===== src/rtl/dco_pkg.sv =====
// Shared types and default sizes for the programmable DCO.
// Latency: n/a (types only).
// Backpressure: n/a.
package dco_pkg;

  typedef enum logic {
    DCO_MODE_DIV = 1'b0,
    DCO_MODE_NCO = 1'b1
  } dco_mode_e;

  localparam int DCO_CODE_W = 8;
  localparam int DCO_ACC_W  = 24;

  // Default-width configuration word. Modules built with a non-default
  // CODE_W declare the same {mode, code} layout at their own width.
  typedef struct packed {
    dco_mode_e             mode;
    logic [DCO_CODE_W-1:0] code;
  } dco_cfg_t;

endpackage


===== src/rtl/dco_code_shadow.sv =====
// Pending/active configuration pair; updates land only when the datapath says so.
// Latency: load visible on pending after 1 edge; apply copies pending to active on the apply edge.
// Backpressure: none; a load while pending overwrites (last write wins).
// Ports: clk_i/reset_i; load/load_mode/load_code capture a request; apply promotes it;
//        act_mode/act_code drive the datapath; pend_mode lets it spot a mode change;
//        pending flags an unapplied request.
module dco_code_shadow
  import dco_pkg::*;
#(
  parameter int                 CODE_W     = DCO_CODE_W,
  parameter logic [CODE_W-1:0]  RESET_CODE = CODE_W'(255),
  parameter dco_mode_e          RESET_MODE = DCO_MODE_DIV
) (
  input  logic              clk_i,
  input  logic              reset_i,
  input  logic              load,
  input  dco_mode_e         load_mode,
  input  logic [CODE_W-1:0] load_code,
  input  logic              apply,
  output dco_mode_e         act_mode,
  output logic [CODE_W-1:0] act_code,
  output dco_mode_e         pend_mode,
  output logic              pending
);

  typedef struct packed {
    dco_mode_e         mode;
    logic [CODE_W-1:0] code;
  } cfg_t;

  cfg_t pend_cfg;
  cfg_t act_cfg;

  always_ff @(posedge clk_i or negedge reset_i) begin
    if (!reset_i) begin
      pend_cfg <= '{mode: DCO_MODE_DIV, code: '0};
      act_cfg  <= '{mode: RESET_MODE, code: RESET_CODE};
      pending  <= 1'b0;
    end else begin
      // Apply consumes the value that was pending before this edge; a load
      // on the same edge becomes the next pending value and stays pending.
      if (apply) begin
        act_cfg <= pend_cfg;
      end
      if (load) begin
        pend_cfg <= '{mode: load_mode, code: load_code};
        pending  <= 1'b1;
      end else if (apply) begin
        pending <= 1'b0;
      end
    end
  end

  assign act_mode  = act_cfg.mode;
  assign act_code  = act_cfg.code;
  assign pend_mode = pend_cfg.mode;

endmodule


===== src/rtl/param_dco.sv =====
// Programmable clock generator: integer half-period divider or phase-accumulator NCO.
// Latency: first counter/accumulator step on the edge after enable rises; outputs registered.
// Backpressure: none; enable_i low freezes all state, config loads still captured.
// Ports: clk_i, reset_i (async active-low), enable_i, mode_i/freqCode_i/codeLoad_i request
//        a new config, codePending_o shows it is not yet applied, signal_o is the generated
//        output, tick_o pulses on the cycle signal_o first reads 1. ACC_W must be >= CODE_W.
module param_dco
  import dco_pkg::*;
#(
  parameter int                 CODE_W     = DCO_CODE_W,
  parameter int                 ACC_W      = DCO_ACC_W,
  parameter logic [CODE_W-1:0]  RESET_CODE = CODE_W'(255),
  parameter dco_mode_e          RESET_MODE = DCO_MODE_DIV
) (
  input  logic              clk_i,
  input  logic              reset_i,
  input  logic              enable_i,
  input  logic              mode_i,
  input  logic [CODE_W-1:0] freqCode_i,
  input  logic              codeLoad_i,
  output logic              codePending_o,
  output logic              signal_o,
  output logic              tick_o
);

  dco_mode_e         act_mode;
  dco_mode_e         pend_mode;
  logic [CODE_W-1:0] act_code;
  logic              apply;

  logic [CODE_W-1:0] cnt;
  logic [ACC_W-1:0]  acc;
  logic [ACC_W:0]    sum;
  logic              cnt_hit;
  logic              boundary;

  logic [CODE_W-1:0] cnt_nxt;
  logic [ACC_W-1:0]  acc_nxt;
  logic              sig_nxt;

  dco_code_shadow #(
    .CODE_W     (CODE_W),
    .RESET_CODE (RESET_CODE),
    .RESET_MODE (RESET_MODE)
  ) u_shadow (
    .clk_i     (clk_i),
    .reset_i   (reset_i),
    .load      (codeLoad_i),
    .load_mode (dco_mode_e'(mode_i)),
    .load_code (freqCode_i),
    .apply     (apply),
    .act_mode  (act_mode),
    .act_code  (act_code),
    .pend_mode (pend_mode),
    .pending   (codePending_o)
  );

  // Boundary = the only cycle where a config swap cannot cut a pulse short:
  // divider toggle, or NCO carry-out. A zero NCO code never carries, so every
  // cycle is treated as a boundary to keep such a config replaceable.
  always_comb begin
    sum     = {1'b0, acc} + {1'b0, ACC_W'(act_code)};
    cnt_hit = (cnt == act_code);
    if (act_mode == DCO_MODE_DIV) begin
      boundary = cnt_hit;
    end else begin
      boundary = sum[ACC_W] || (act_code == '0);
    end
  end

  assign apply = enable_i && boundary && codePending_o;

  always_comb begin
    cnt_nxt = cnt;
    acc_nxt = acc;
    sig_nxt = signal_o;
    if (apply && (pend_mode != act_mode)) begin
      // Mode change restarts both datapaths from a known low phase.
      cnt_nxt = '0;
      acc_nxt = '0;
      sig_nxt = 1'b0;
    end else if (act_mode == DCO_MODE_DIV) begin
      if (cnt_hit) begin
        cnt_nxt = '0;
        sig_nxt = ~signal_o;
      end else begin
        cnt_nxt = cnt + CODE_W'(1);
      end
    end else begin
      acc_nxt = sum[ACC_W-1:0];
      sig_nxt = sum[ACC_W-1];
    end
  end

  always_ff @(posedge clk_i or negedge reset_i) begin
    if (!reset_i) begin
      cnt      <= '0;
      acc      <= '0;
      signal_o <= 1'b0;
      tick_o   <= 1'b0;
    end else if (enable_i) begin
      cnt      <= cnt_nxt;
      acc      <= acc_nxt;
      signal_o <= sig_nxt;
      tick_o   <= sig_nxt & ~signal_o;
    end else begin
      tick_o   <= 1'b0;
    end
  end

endmodule


===== config.mk =====
export PLATFORM = sky130hd
export DESIGN_NAME = param_dco
export DESIGN_NICKNAME = d
export VERILOG_FILES = /design/src/rtl/dco_pkg.sv /design/src/rtl/dco_code_shadow.sv /design/src/rtl/param_dco.sv
export SDC_FILE = /design/constraint.sdc
export NUM_CORES = 1
export LEC_CHECK = 0
export BUFFER_PORTS_ARGS = -buffer_cell sky130_fd_sc_hd__buf_4
export CAP_MARGIN = 20
export CORE_UTILIZATION = 53
export CTS_BUF_LIST = sky130_fd_sc_hd__clkbuf_8
export DETAILED_ROUTE_END_ITERATION = 6
export PLACE_DENSITY = 0.73
export SLEW_MARGIN = 15
export SYNTH_ARGS = -nofsm -noshare
export SYNTH_HDL_FRONTEND = slang
export SYNTH_SLANG_ARGS = --single-unit

===== constraint.sdc =====
create_clock -name clk_i -period 7.7 [get_ports clk_i]
set_clock_uncertainty 0.2 [all_clocks]
set_input_delay 0.385 -clock clk_i [delete_from_list [all_inputs] [get_ports clk_i]]
set_output_delay 0.385 -clock clk_i [all_outputs]
set_load 0.1 [all_outputs]

Yosys cells after proc, flatten, opt, wreduce, memory -nomap -nowiden

Cells that the tools add are included.

Register bits after elaboration: 53
Input port bits: 13
Output and inout bits: 3
Logic and storage cells: 37

Add/sub/neg operators: 2
Equality and inequality tests: 3
Multiplexer cells: 12
Bitwise operators: 2
Reductions and logical operators: 9

Operators by type and width:

| kind                  | count |
|---|---|
| $mux W24              | 2 |
| $add A24 B8 Y25       | 1 |
| $mux W8               | 3 |
| $add A8 B1 Y8 const B | 1 |
| $eq A8 B8 Y1          | 1 |
| $logic_not A8 Y1      | 1 |
| $mux W1               | 7 |
| $reduce_and A2 Y1     | 2 |
| $reduce_bool A2 Y1    | 2 |
| $logic_and A1 B1 Y1   | 3 |
| $ne A2 B2 Y1 const B  | 1 |
| $and A1 B1 Y1         | 1 |
| $logic_or A1 B1 Y1    | 1 |
| $ne A1 B1 Y1          | 1 |
| $not A1 Y1            | 1 |

Logic depth before layout (Yosys ltp)

Gate-level depths: netlist (run 1).

Depth in word-level cells: 9
Mapped depth: 9
Mapped depth without buffers: 8

Cells and area by module

From an unflattened synthesis (run 1), not the netlist that was laid out.

Cells, all modules: 306
Area, all modules: 3178.0 um^2

By module, submodules not included:

| module          | instances | cells each | area each (um^2) | seq. area each (um^2) |
|---|---|---|---|---|
| param_dco       | 1         | 265        | 2387.3           | 850.8 |
| dco_code_shadow | 1         | 41         | 790.8            | 485.5 |

Worst setup path before layout (run 1)

OpenSTA, ideal clock, no wires.

Kind: reg2reg
Start point: register u_shadow.act_cfg (netlist bit u_shadow.act_code[0])
End point: register u_shadow.act_cfg (netlist bit u_shadow.act_mode)
Library setup time: 0.125 ns
Data arrival time: 2.379 ns
Required time: 7.375 ns
Setup slack: 4.997 ns
Cell stages (with the launch flop): 10
Path buffers: 1
Period minus slack after synthesis: 2.703 ns
Cell sequence: dfstp_2 > ha_1 > fa_1 > a211oi_2 > nor3_1 > o311ai_2 > a21oi_1 > and3b_1 > buf_6 > mux2_2

Cells in the longest elaborated chain, start to end: 5
Elaborated cells on any way between the ends: 7
Classes of those cells: 1 x add/sub; 1 x eq/ne; 1 x mux; 4 x reduce/logical

Ends and longest elaborated chain:

| element                                                    | line                             | RTL |
|---|---|---|
| from (decl)                                                | dco_code_shadow.sv:32            | `cfg_t act_cfg;` |
| from (signal assigned)                                     | dco_code_shadow.sv:37            | `act_cfg <= '{mode: RESET_MODE, code: RESET_CODE};` |
| from (signal assigned)                                     | dco_code_shadow.sv:43            | `act_cfg <= pend_cfg;` |
| $add A24 B8 Y25 / $logic_not A8 Y1 (equally long branches) | param_dco.sv:62, param_dco.sv:67 |  |
| $logic_or A1 B1 Y1                                         | param_dco.sv:67                  | `boundary = sum[ACC_W] \|\| (act_code == '0);` |
| $mux W1 (*)                                                | param_dco.sv:64                  | `if (act_mode == DCO_MODE_DIV) begin` |
| $logic_and A1 B1 Y1 (*) (2 in series)                      | param_dco.sv:71                  | `assign apply = enable_i && boundary && codePending_o;` |

Every way passes the cells marked *; elsewhere a longest branch is shown, timed or not.
A chain may end at the register's enable or synchronous reset.

Worst setup path after layout (run 1)

Start point: register u_shadow.act_cfg (netlist bit u_shadow.act_code[0])
End point: register acc[4]

Cells in the longest elaborated chain, start to end: 8
Elaborated cells on any way between the ends: 12
Classes of those cells: 1 x add/sub; 1 x eq/ne; 3 x mux; 7 x reduce/logical

Ends and longest elaborated chain:

| element                                                    | line                             | RTL |
|---|---|---|
| $add A24 B8 Y25 / $logic_not A8 Y1 (equally long branches) | param_dco.sv:62, param_dco.sv:67 |  |
| $logic_or A1 B1 Y1                                         | param_dco.sv:67                  |  |
| $mux W1                                                    | param_dco.sv:64                  |  |
| $logic_and A1 B1 Y1 (2 in series)                          | param_dco.sv:71                  |  |
| $logic_and A1 B1 Y1                                        | param_dco.sv:77                  | `if (apply && (pend_mode != act_mode)) begin` |
| $reduce_bool A2 Y1 (no source line)                        | --                               |  |
| $reduce_and A2 Y1 (no source line)                         | --                               |  |
| to (signal assigned)                                       | param_dco.sv:103                 | `acc <= acc_nxt;` |
| to (decl)                                                  | param_dco.sv:32                  | `logic [ACC_W-1:0] acc;` |

Several ways; a longest one is shown, not always the timed one. The select of a mux whose other input is x is not followed.

==> results.toml, run 1 <==
[cts]
cts_root_buf = "clkbuf_8"
cts_sinks = 53
cts_resized = 0
cts_tree = "done"
numCtsBuffers = 5
clkLatencyLatePin_ns = 0.31
htreeDepth = 2
clockBufferDepth = 2
clkTransAtPathRegs_ns = 0.10
postCtsSetupRepairBufs = 0

[placement]
dp_cells = 352
io_buffers = 15
dp_hpwl_um = 3990
routabilityCongestion = 0.892

[logic_synthesis]
yosys_warnings = 0
synth_edf_count = 0
seq_area_frac_synth_pct = 45.7
synth_area_um2 = 2920
synth_cell_types = 54
synth_seq_cells = 53
synth_ff_type = "dfrtp_1"
syn_inst = 275
synthArstFlopShare_pct = 100
synth_nets = 298
synth_area_per_cell_um2 = 10.6

[power]
p_leak_uw = 0.00136
finalPower_uw = 1170
vdd_drop_max_mv = 0.181
cellPowerDensity_nw_per_um2 = 366

[finish]
final_util_pct = 61.7
n_antenna_cell = 0
fillCellCount = 463
final_layout_size_suffix_gt1_share_pct = 20.3
area_growth_pct = 9.80
final_nets = 313
finalNonFillerCells = 361

[timing]
tns_ns = 0
slew_headroom_pct = 27.8
drv_slew = 0
fmax_ghz = 0.313
worst_pin_slew_ns = 1.07
hold_viol = 0
rsz0062_at_grt = "no"
min_period_ns = 3.20
finalCritPeriodShare_pct = 41.5
setup_viol = 0

[critical_path]
r2r_end = "acc[4]"
cp.arrival_ns = 3.16
critPathLaunch = "u_shadow.act_code[0]"
timing.rr.start = "u_shadow.act_code[0]"
cp_slowest_stage_delay_ns = 0.66
setup.worst_path.end = "acc[4]"
end_kind = "register"
required_ns = 7.66
cp_slowest_cell = "a211oi_2"
path_cells = "ha_1 -> fa_1 -> a211oi_2 -> nor3_1 -> o311ai_2 -> a211oi_2 -> buf_4 -> o41ai_1"
r2r_setup_slack_ns = 4.50
crit_path_start_kind = "register"
cpMostUsedCell = "a211oi_2"
path_class = "reg2reg"
critPathMaxFanout = 20
reg2regPathDepth = 8

[outcome]
outcome = "finished clean"

[grt]
grt_usage_pct = 22.3
grt_pass1_vias = 2102
grt_overflow = 0
grt_pass1_wl_um = 10300
antenna_found_initial = 0
grt_max_degree = 54

[floorplan]
core_um2 = 5200
core.rowCount = 26
dieArea_um2 = 5820
start_util_pct = 56.2
die_x_um = 76.3
ioPinCount = 16
die_h_um = 76.3

[worst_hold_path]
hp-class = "in2reg"

[routing]
drt.antenna.violating_nets = 0
viasPerCell = 5.93
post-route-drc-count = 0
initialDrtViolationCount = 167
route.vias.total = 2139
drt_wl_total_um = 5710
firstDrtPassIters = 4
avgRoutedWirePerCell_um = 15.8

[job]
max_cap_viol_count = 0
cell families after synthesis:
group / synth area share, %
adders and majority gates: 4.54
buffers and inverters: 1.88
DFF: 45.7
muxes: 7.32
AOI/OAI and AO/OA: 12.7
and+or+nand+nor: 19.4
xor gates and xnor gates: 8.39
worst min path at each step:
stage | start | depth (start not counted) | end
6_report | mode_i | 2 | u_shadow.pend_mode
5_1_grt | mode_i | 2 | u_shadow.pend_mode
2_1_floorplan | reset_i | 0 | acc[0]
3_5_place_dp | reset_i | 1 | u_shadow.pend_cfg[4]
4_1_cts | mode_i | 2 | u_shadow.pend_mode
3_3_place_gp | reset_i | 1 | u_shadow.pend_cfg[4]
placed cells by master (no fill, tap or decap), types with 2 or more instances in the layout:
cell type	instances
dfrtp_1	45
nand2_1	28
nor2_1	23
xnor2_1	19
buf_4	16
mux2_2	15
nand3_1	13
nor3_1	11
o21ai_0	10
xor2_1	9
ha_1	9
dfstp_2	8
o31ai_1	7
a21o_1	6
clkbuf_8	6
nand4_1	5
nor3b_1	5
nor4_1	4
a21oi_1	4
a211oi_1	3
nand2b_1	3
mux2_4	3
a211oi_2	2
and3_1	2
o21bai_1	2
a211o_1	2
nor4b_1	2
o41ai_1	2
sequential cells by signal (all words and copies together), names as in the netlist:
signal	count
tick_o	1
u_shadow.pend_mode	1
u_shadow.pending	1
signal_o	1
u_shadow.act_mode	1
acc	24
u_shadow.act_code	8
u_shadow.pend_cfg	8
cnt	8
cells in the mapped netlist (3+ instances only):
library cell	instances	area [um^2]
nand2_1	28	105
nand4_1	5	31.3
nand2b_1	3	18.8
a21o_1	6	45.0
o31ai_1	7	52.6
nor2_1	23	86.3
nor3_1	11	55.1
nor3b_1	5	37.5
xnor2_1	19	166
nand3_1	13	65.1
dfrtp_1	45	1130
a21oi_1	4	20.0
clkbuf_1	4	15.0
mux2_2	15	169
o21ai_0	10	50.1
a211oi_1	3	22.5
mux2_4	3	45.0
ha_1	9	113
dfstp_2	8	210
nor4_1	4	25.0
xor2_1	9	78.8
area by class of cell:
class                           instances  area (um^2)  share of cell area (%)
Clock buffer                            6         82.6                    2.57
Clock inverter                          2         37.5                    1.17
Inverter                                1         3.75                   0.117
Multi-Input combinational cell        212         1530                    47.7
Sequential cell                        53         1340                    41.6
Tap cell                               70         87.6                    2.73
Timing Repair Buffer                   17          130                    4.05
power by group:
part	switching [uW]	internal, uW
registers	94.6	365
logic	295	222
clock network	91.9	106
critical path: cells and delay by family, from the launching register on:
family | cells | cell delay (ns)
and+or+nand+nor | 1 | 0.36
buffers and inverters | 1 | 0.37
adders and majority gates | 2 | 0.49
AOI/OAI and AO/OA | 4 | 1.07
DFF | 1 | 0.57
metal layers:
metal	track usage [%]	vias up	share of wire (%)
met1	31.3	1045	48
met3	3.71	12	4.2
met5	0	-	0
met4	7.12	0	1.7
met2	35.3	51	46
li1	-	1031	-
timing repair:
item / CTS / global route
hold buffers: 1 / 0
setup endpoints to repair: 0 / 0
endpoints found under the hold margin: 45 / 0
stage by stage:
step                area [um^2]  setup slack (ns)  hold WS (ns)
floorplan                  2920              5.00        -0.111
global placement           3080              4.61         0.260
detailed placement         3080              4.51         0.264
CTS                        3210              4.46        0.0962
global route               3210              4.25        0.0871
finish                     3210              4.50        0.0986
(Power assumes the default switching activity.)
==> inputs of run 2 (changes only) <==
- PLACE_DENSITY: 0.73 -> 0.75
- clock period: 7.7 -> 2.7 ns (I/O delays scaled with it)
==> results.toml, run 2 (synthesized netlist as in run 1, its figures left out) <==
[outcome]
outcome = "finished clean"

[finish]
final_nets = 365
n_antenna_cell = 0
fillCellCount = 373
register_area_um2 = 1340
multiInputGateArea_um2 = 1660
area_growth_pct = 29.1
layout_common_cells = "dfrtp_1 (45), buf_4 (45), nand2_1 (28)"
final_layout_size_suffix_gt1_share_pct = 30.6
regMostFlops = "acc"
finalNonFillerCells = 413
largest_reg_flops = 24

[grt]
grt_overflow = 0
grt_max_degree = 54
grt_pass1_vias = 2391
grt_usage_pct = 25.5
antenna_found_initial = 0
grt_pass1_wl_um = 11700

[floorplan]
die_x_um = 76.3
core_um2 = 5200
core.rowCount = 26
start_util_pct = 56.2
die_h_um = 76.3
dieArea_um2 = 5820
ioPinCount = 16

[worst_hold_path]
hp-class = "in2async"

[routing]
top_layer = "met4"
drt.antenna.violating_nets = 0
met2_length_um = 3570
post-route-drc-count = 0
drt_wl_total_um = 7180
initialDrtViolationCount = 201
firstDrtPassIters = 4
route.vias.total = 2428
wl_met1_um = 3210
avgRoutedWirePerCell_um = 17.4
viasPerCell = 5.88
wl_met3_um = 277

[timing]
drv_slew = 0
setup_viol = 0
setup_ws_ns = 0.0177
slew_headroom_pct = 47.4
fmax_ghz = 0.373
worst_pin_slew_ns = 0.782
min_period_ns = 2.68
hold_viol = 0
rsz0062_at_grt = "yes"
finalCritPeriodShare_pct = 99.3

[job]
max_cap_viol_count = 0

[critical_path]
cp.arrival_ns = 2.69
crit_path_start_kind = "register"
required_ns = 2.71
critPathMaxFanout = 5
end_kind = "register"
path_class = "reg2reg"

[placement]
pre_cts_ws_ns = -0.230
dp_cells = 378
dp_hpwl_um = 4390
routabilityCongestion = 0.878
io_buffers = 15

[power]
p_leak_uw = 0.00165
cellPowerDensity_nw_per_um2 = 1030
vdd_drop_max_mv = 0.739

[cts]
numCtsBuffers = 5
cts_tree = "done"
cts_root_buf = "clkbuf_8"
clkLatencyLatePin_ns = 0.32
clockBufferDepth = 2
clkTransAtPathRegs_ns = 0.10
htreeDepth = 2
cts_sinks = 53
==> run 2: cell types whose count changed in the layout (fill, tap and decap cells not counted), sizes merged <==
| cell | before | now |
|---|---|---|
| and3b | 1 | 2 |
| buf | 16 | 47 |
| clkinvlp | 1 | 0 |
| dlygate4sd3 | 1 | 21 |
| inv | 1 | 2 |
==> run 2: area by class of cell <==
class / count / area share [%]
tap: 70 / 2.32
multi-input combinational: 213 / 43.9
sequential: 53 / 35.4
clock buffer: 6 / 2.19
timing repair buffer: 68 / 15.1
inverter: 1 / 0.0995
clock inverter: 2 / 0.896
==> run 2: path summary, 6_finish.rpt <==
| check | from | endpoint | slack, ns | depth (start not counted) |
|---|---|---|---|---|
| worst max-delay path | acc[0] | u_shadow.act_mode | 0.02 | 9 |
| worst min register to register | acc[5] | acc[5] | 0.31 | 2 |
| worst max register to register | acc[0] | u_shadow.act_mode | 0.02 | 9 |
| worst min-delay path | reset_i | u_shadow.pend_cfg[6] | 0.23 | 2 |
| max in group asynchronous | reset_i | acc[21] | 1.63 | 2 |
| min in group clk_i | acc[5] | acc[5] | 0.31 | 2 |
==> run 2: critical path: stages (launching register included) <==
cell and delay [ns]:
dfrtp_1 0.43, ha_4 0.18, fa_2 0.36, a211oi_4 0.25, nor3_2 0.08, o311ai_2 0.21, buf_4 0.19, a21oi_4 0.07
and3b_2 0.30, mux2_2 0.29
==> run 2: metal layers <==
| metal | vias to the layer above | GRT usage, % |
|---|---|---|
| li1 | 1139 | - |
| met1 | 1211 | 33.9 |
| met2 | 65 | 42.3 |
| met3 | 13 | 3.95 |
| met4 | 0 | 9.42 |
| met5 | - | 0 |
==> run 2: report_power, final <==
part,switching (uW),internal (uW)
clock network,271,299
registers,232,1040
logic,1090,972
total,1590,2310
==> run 2: timing repair <==
item | in CTS | in global routing
cloned | 1 | 0
endpoints found under the setup margin | 32 | 40
setup buffers | 2 | 3
pin swaps | 3 | 4
gates resized for setup | 12 | 15
hold buffers | 21 | 0
endpoints found under the hold margin | 56 | 0
==> run 2: metrics by stage <==
stage                     util, %  hold slack, ns  instance area (um^2)  power [uW]  setup TNS, ns
after detailed placement     62.9          0.0188                  3270        3010          -1.92
after floorplan                 -          -0.361                  2920        2440              0
final                        72.5           0.229                  3770        3900              0
after global routing         72.5           0.285                  3770        4120          -1.00
after CTS                    70.9           0.239                  3690        3700         -0.204
after global placement       62.9          0.0135                  3270        2950         -0.436
